**src/rtl/addr_seq_mem_if.sv**
```systemverilog
// Bus bundle for the sequential-address memory.
// Master drives enables and data; slave returns address and read data.
interface addr_seq_mem_if #(
  parameter int aw = 8,
  parameter int dw = 16
);
  logic          wex;
  logic          rex;
  logic [dw-1:0] wdata;
  logic [aw-1:0] addr;
  logic [dw-1:0] rdata;

  modport master (
    output wex,
    output rex,
    output wdata,
    input  addr,
    input  rdata
  );

  modport slave (
    input  wex,
    input  rex,
    input  wdata,
    output addr,
    output rdata
  );
endinterface

```
**src/rtl/addr_seq_mem.sv**
```systemverilog
// Sequential-address memory: free-running counter sweeps a
// single-port RAM; writes land at the pre-edge address.
module addr_seq_mem #(
  parameter int aw = 8,
  parameter int dw = 16
) (
  input  logic           clk,
  input  logic           rst,
  addr_seq_mem_if.slave  bus
);
  localparam int depth = 2 ** aw;

  logic [aw-1:0] addr;
  logic [dw-1:0] mem [depth];

  // Address counter: cleared asynchronously, wraps naturally.
  always_ff @(posedge clk or negedge rst) begin
    if (!rst) begin
      addr <= '0;
    end else begin
      addr <= addr + 1'b1;
    end
  end

  // Storage write; contents survive reset, unknown wex never writes.
  always_ff @(posedge clk) begin
    if (rst && (bus.wex == 1'b0)) begin
      mem[addr] <= bus.wdata;
    end
  end

  // Zero-latency read, forced to zero when not enabled.
  always_comb begin
    bus.rdata = '0;
    if (bus.rex == 1'b0) begin
      bus.rdata = mem[addr];
    end
  end

  assign bus.addr = addr;
endmodule

```
**src/flat_wrapper.sv**
```systemverilog
// flat-port wrapper written by rule: the top's interface ports become plain ports
module addr_seq_mem_flat 
#(
  parameter int aw = 8,
  parameter int dw = 16
)
  (clk, rst, bus_wex, bus_rex, bus_wdata, bus_addr, bus_rdata);
  addr_seq_mem_if #(.aw(aw), .dw(dw)) bus_i ();
  input  logic clk;
  input  logic rst;
  input wire logic [$bits(bus_i.wex)-1:0] bus_wex;
  input wire logic [$bits(bus_i.rex)-1:0] bus_rex;
  input wire logic [$bits(bus_i.wdata)-1:0] bus_wdata;
  output wire logic [$bits(bus_i.addr)-1:0] bus_addr;
  output wire logic [$bits(bus_i.rdata)-1:0] bus_rdata;
  assign bus_i.wex = bus_wex;
  assign bus_i.rex = bus_rex;
  assign bus_i.wdata = bus_wdata;
  assign bus_addr = bus_i.addr;
  assign bus_rdata = bus_i.rdata;
  addr_seq_mem #(.aw(aw), .dw(dw)) u_core (.clk(clk), .rst(rst), .bus(bus_i));
endmodule
```
**config.mk**
```make
export PLATFORM = sky130hd
export DESIGN_NAME = addr_seq_mem_flat
export DESIGN_NICKNAME = d
export VERILOG_FILES = /design/src/rtl/addr_seq_mem_if.sv /design/src/rtl/addr_seq_mem.sv /design/src/flat_wrapper.sv
export SDC_FILE = /design/constraint.sdc
export NUM_CORES = 2
export LEC_CHECK = 0
export ABC_CLOCK_PERIOD_IN_PS = 5090
export CAP_MARGIN = 20
export CORE_MARGIN = 3
export CORE_UTILIZATION = 35
export CTS_CLUSTER_SIZE = 40
export DETAILED_ROUTE_END_ITERATION = 8
export DONT_BUFFER_PORTS = 1
export PLACE_DENSITY = 0.53
export SYNTH_ARGS = -nofsm -noshare
export SYNTH_HDL_FRONTEND = slang
export SYNTH_SLANG_ARGS = --single-unit
```
**constraint.sdc**
```tcl
create_clock -name clk -period 5.09 [get_ports clk]
set_input_delay 0.509 -clock clk [delete_from_list [all_inputs] [get_ports clk]]
set_output_delay 0.509 -clock clk [all_outputs]
set_load 0.03 [all_outputs]
```
==> impl_metrics.yaml <==
setup_path:
  slowest_stage: "nor4_2"
  worstPathArrival_ps: 4590
  critPathMaxStageDelay_ps: 690
  cp_num_buf_inv: 5
  crit_path_cell_trace: "buf_12 > buf_4 > buf_12 > mux2i_1 > o22ai_1 > nor4_2 > o211a_1 > a21boi_2 > nor4_1 > buf_4 > a211oi_4 > buf_4"
  crit_path_start_kind: "register"
  worst_path_most_repeated_cell: "buf_4"
  critPathCaptureType: "primary output"
  path_max_fanout: 21
  worst-setup-path-type: "register to primary output"
  critical_path_required_ps: 4580
  path_delay_family: "simple AND/OR/NAND/NOR gates"
die:
  start_util_pct: 35.2
  row_count: 246
  chipHeight_um: 678
  die_w_um: 678
  die-area_sq_um: 459000
  io_pins: 44
  core_sq_um: 449000
routing:
  first_iter_violations: 10200
  wl_um: 476000
  route.detailed.drc: 0
  first_pass_iters: 6
  num_vias: 81400
  post_drt_via_cell_ratio: 5.53
  ant_nets: 0
  routedWlPerCell_um: 32.3
run:
  drv_cap: 0
synth:
  syn_avg_cell_area_sq_um: 20.7
  synthArstFlopShare_pct: 0.195
  syn_area_sq_um: 158000
  synth-edff-count: 4096
  ys_ff_latch: 4104
  ys_types: 57
  yosysWarnings: 0
  netlist_instances: 7644
  synthFlopType: "edfxtp_1"
  syn_nets: 7668
  synth_seq_area_share_pct: 78.0
timing:
  fmax_mhz: 196
  fin_skew_ps: 94.5
  fin_crit_ps: 5100
  whs_ps: 74.4
  final_hold_viol_count: 0
  setup_slack_ps: -9.67
  timing.setup.tns_ps: -9.67
  slew_headroom_pct: 7.52
  rsz0062_at_grt: "yes"
  fin_crit_sh_pct: 100
  setup_violations: 1
  worst_pin_slew_ps: 1390
  drv_slew: 0
final_layout:
  fill_cells: 39300
  layout_common_cells: "4,096 x edfxtp_1, 677 x mux4_2, 668 x mux2i_1"
  final_layout_size_suffix_gt1_share_pct: 26.1
  syn2layout_area_growth_pct: 18.2
  nets: 8416
  final_common_cell: "edfxtp_1"
clocking:
  cts_root_buf: "clkbuf_16"
  clkTransAtPathRegs_ps: 60
  cts_made_buffers: 431
  clock_latency_ps: 1010
  htreeDepth: 5
  cts_tree: "built"
  clock_path_buffers: 4
  cts.sinks: 4104
pwr:
  p_leak_nw: 63.0
  p_int_mw: 54.3
  total_power_mw: 68.2
  power_frac_seq_pct: 54.5
  pwr-share-comb_pct: 1.3
  ir_drop_mv: 0.305
  p_sw_share_pct: 20.3
  powerDensity_nw_per_um2: 365
  switchingPower_mw: 13.9
  clockPowerShare_pct: 44.2
outcome:
  failed_checks: "negative setup slack"
  status: "finished, violations left"
place:
  place_hpwl_um: 250000
  port_buffers: 0
  finalWeightedCongestion: 0.817
global_route:
  grt_pass1_vias: 80900
  antenna_found_initial: 33
  track_usage_pct: 20.1
  grt_max_degree: 257
  grt_overflow: 0
  grt_pass1_wl_um: 656000
worst_hold_path:
  min_path_type: "input pin to register"
-- registers in the layout, summed over array words and instances, names as in the netlist --
name             flops
u_core.bus.addr      8
u_core.mem        4096
-- worst paths after layout --
check | start | end | slack, ps | cells past startpoint
min | bus_wdata[8] | u_core.mem[76][8]$_DFFE_PP_ | 70 | 1
min reg2reg | u_core.bus.addr[4]$_DFF_PN0_ | u_core.bus.addr[4]$_DFF_PN0_ | 910 | 2
max | u_core.bus.addr[0]$_DFF_PN0_ | bus_rdata[10] | -10 | 12
max reg2reg | u_core.bus.addr[0]$_DFF_PN0_ | u_core.mem[6][15]$_DFFE_PP_ | 210 | 8
min in group asynchronous | rst | u_core.bus.addr[3]$_DFF_PN0_ | 230 | 1
max in group asynchronous | rst | u_core.bus.addr[2]$_DFF_PN0_ | 4030 | 1
-- synth_stat cells, drive strengths merged, types with 71 or more instances --
library cell / number / area [sq um]
a211oi: 104 / 786
o22ai: 153 / 957
mux2i: 670 / 6710
a21oi: 101 / 505
edfxtp: 4096 / 123000
nor2: 311 / 1170
clkbuf: 195 / 743
mux4: 677 / 15200
nand3: 133 / 666
mux2: 71 / 800
a22oi: 178 / 1340
o21ai: 175 / 876
buf: 269 / 1580
-- final cells by class --
cell class                      instances  area, sq um  share of cell area [%]
Timing Repair Buffer                  778         8940                    4.79
Antenna cell                           20         50.0                  0.0268
Clock inverter                        242         2060                    1.10
Tap cell                             5952         7450                    3.99
Inverter                                4         17.5                 0.00938
Sequential cell                      4104       123000                    66.0
Clock buffer                          551        11400                    6.11
Multi-Input combinational cell       3073        33600                    18.0
-- cells by family after synthesis --
| kind of cell | Yosys count | synth area share [%] |
|---|---|---|
| compound gates | 896 | 3.75 |
| xor+xnor | 6 | 0.0333 |
| fa+ha+maj | 4 | 0.0317 |
| buf+inv | 468 | 1.48 |
| flops | 4104 | 78.0 |
| mux | 1418 | 14.4 |
| simple gates | 748 | 2.32 |
-- repair_timing --
| action | CTS | global route |
|---|---|---|
| endpoints found under the setup margin | 16 | 16 |
| hold buffers | 62 | 3 |
| resized for setup | 218 | 40 |
| setup buffers | 38 | 12 |
| pin swaps | 45 | 15 |
| endpoints found under the hold margin | 2151 | 52 |
| gates cloned | 27 | 7 |
-- metrics by stage --
step                      std cells  util [%]  instance area, sq um  setup WS (ps)
after CTS                     14700      41.4                186000          -62.0
after floorplan                7644         -                158000           1430
after global routing          14700      41.5                187000          -56.0
after detailed placement      13800      37.6                169000          -4.47
after global placement        13800      37.6                169000           -520
final                         14700      41.5                187000          -9.67
-- power by group through the flow --
| stage | clock [mW] | combinational, mW | sequential, mW |
|---|---|---|---|
| 3_5_place_dp | 0 | 0.0422 | 37.9 |
| 4_1_cts | 30.7 | 0.894 | 37.2 |
| 5_1_grt | 32.0 | 0.924 | 37.2 |
| 2_1_floorplan | 0 | 0.0174 | 37.9 |
| 6_report | 30.1 | 0.871 | 37.2 |
| 3_3_place_gp | 0 | 0.0428 | 37.9 |
-- per-layer routing --
metal  vias up  GRT usage (%)  routed length (um)
met2      3410           32.5              228000
met4         2           5.75               14200
met1     43800           28.5              200000
met3       612           2.78               33400
met5         -              0                  13
li1      33500              -                   -
No activity file was read; power rests on OpenSTA's default activity.
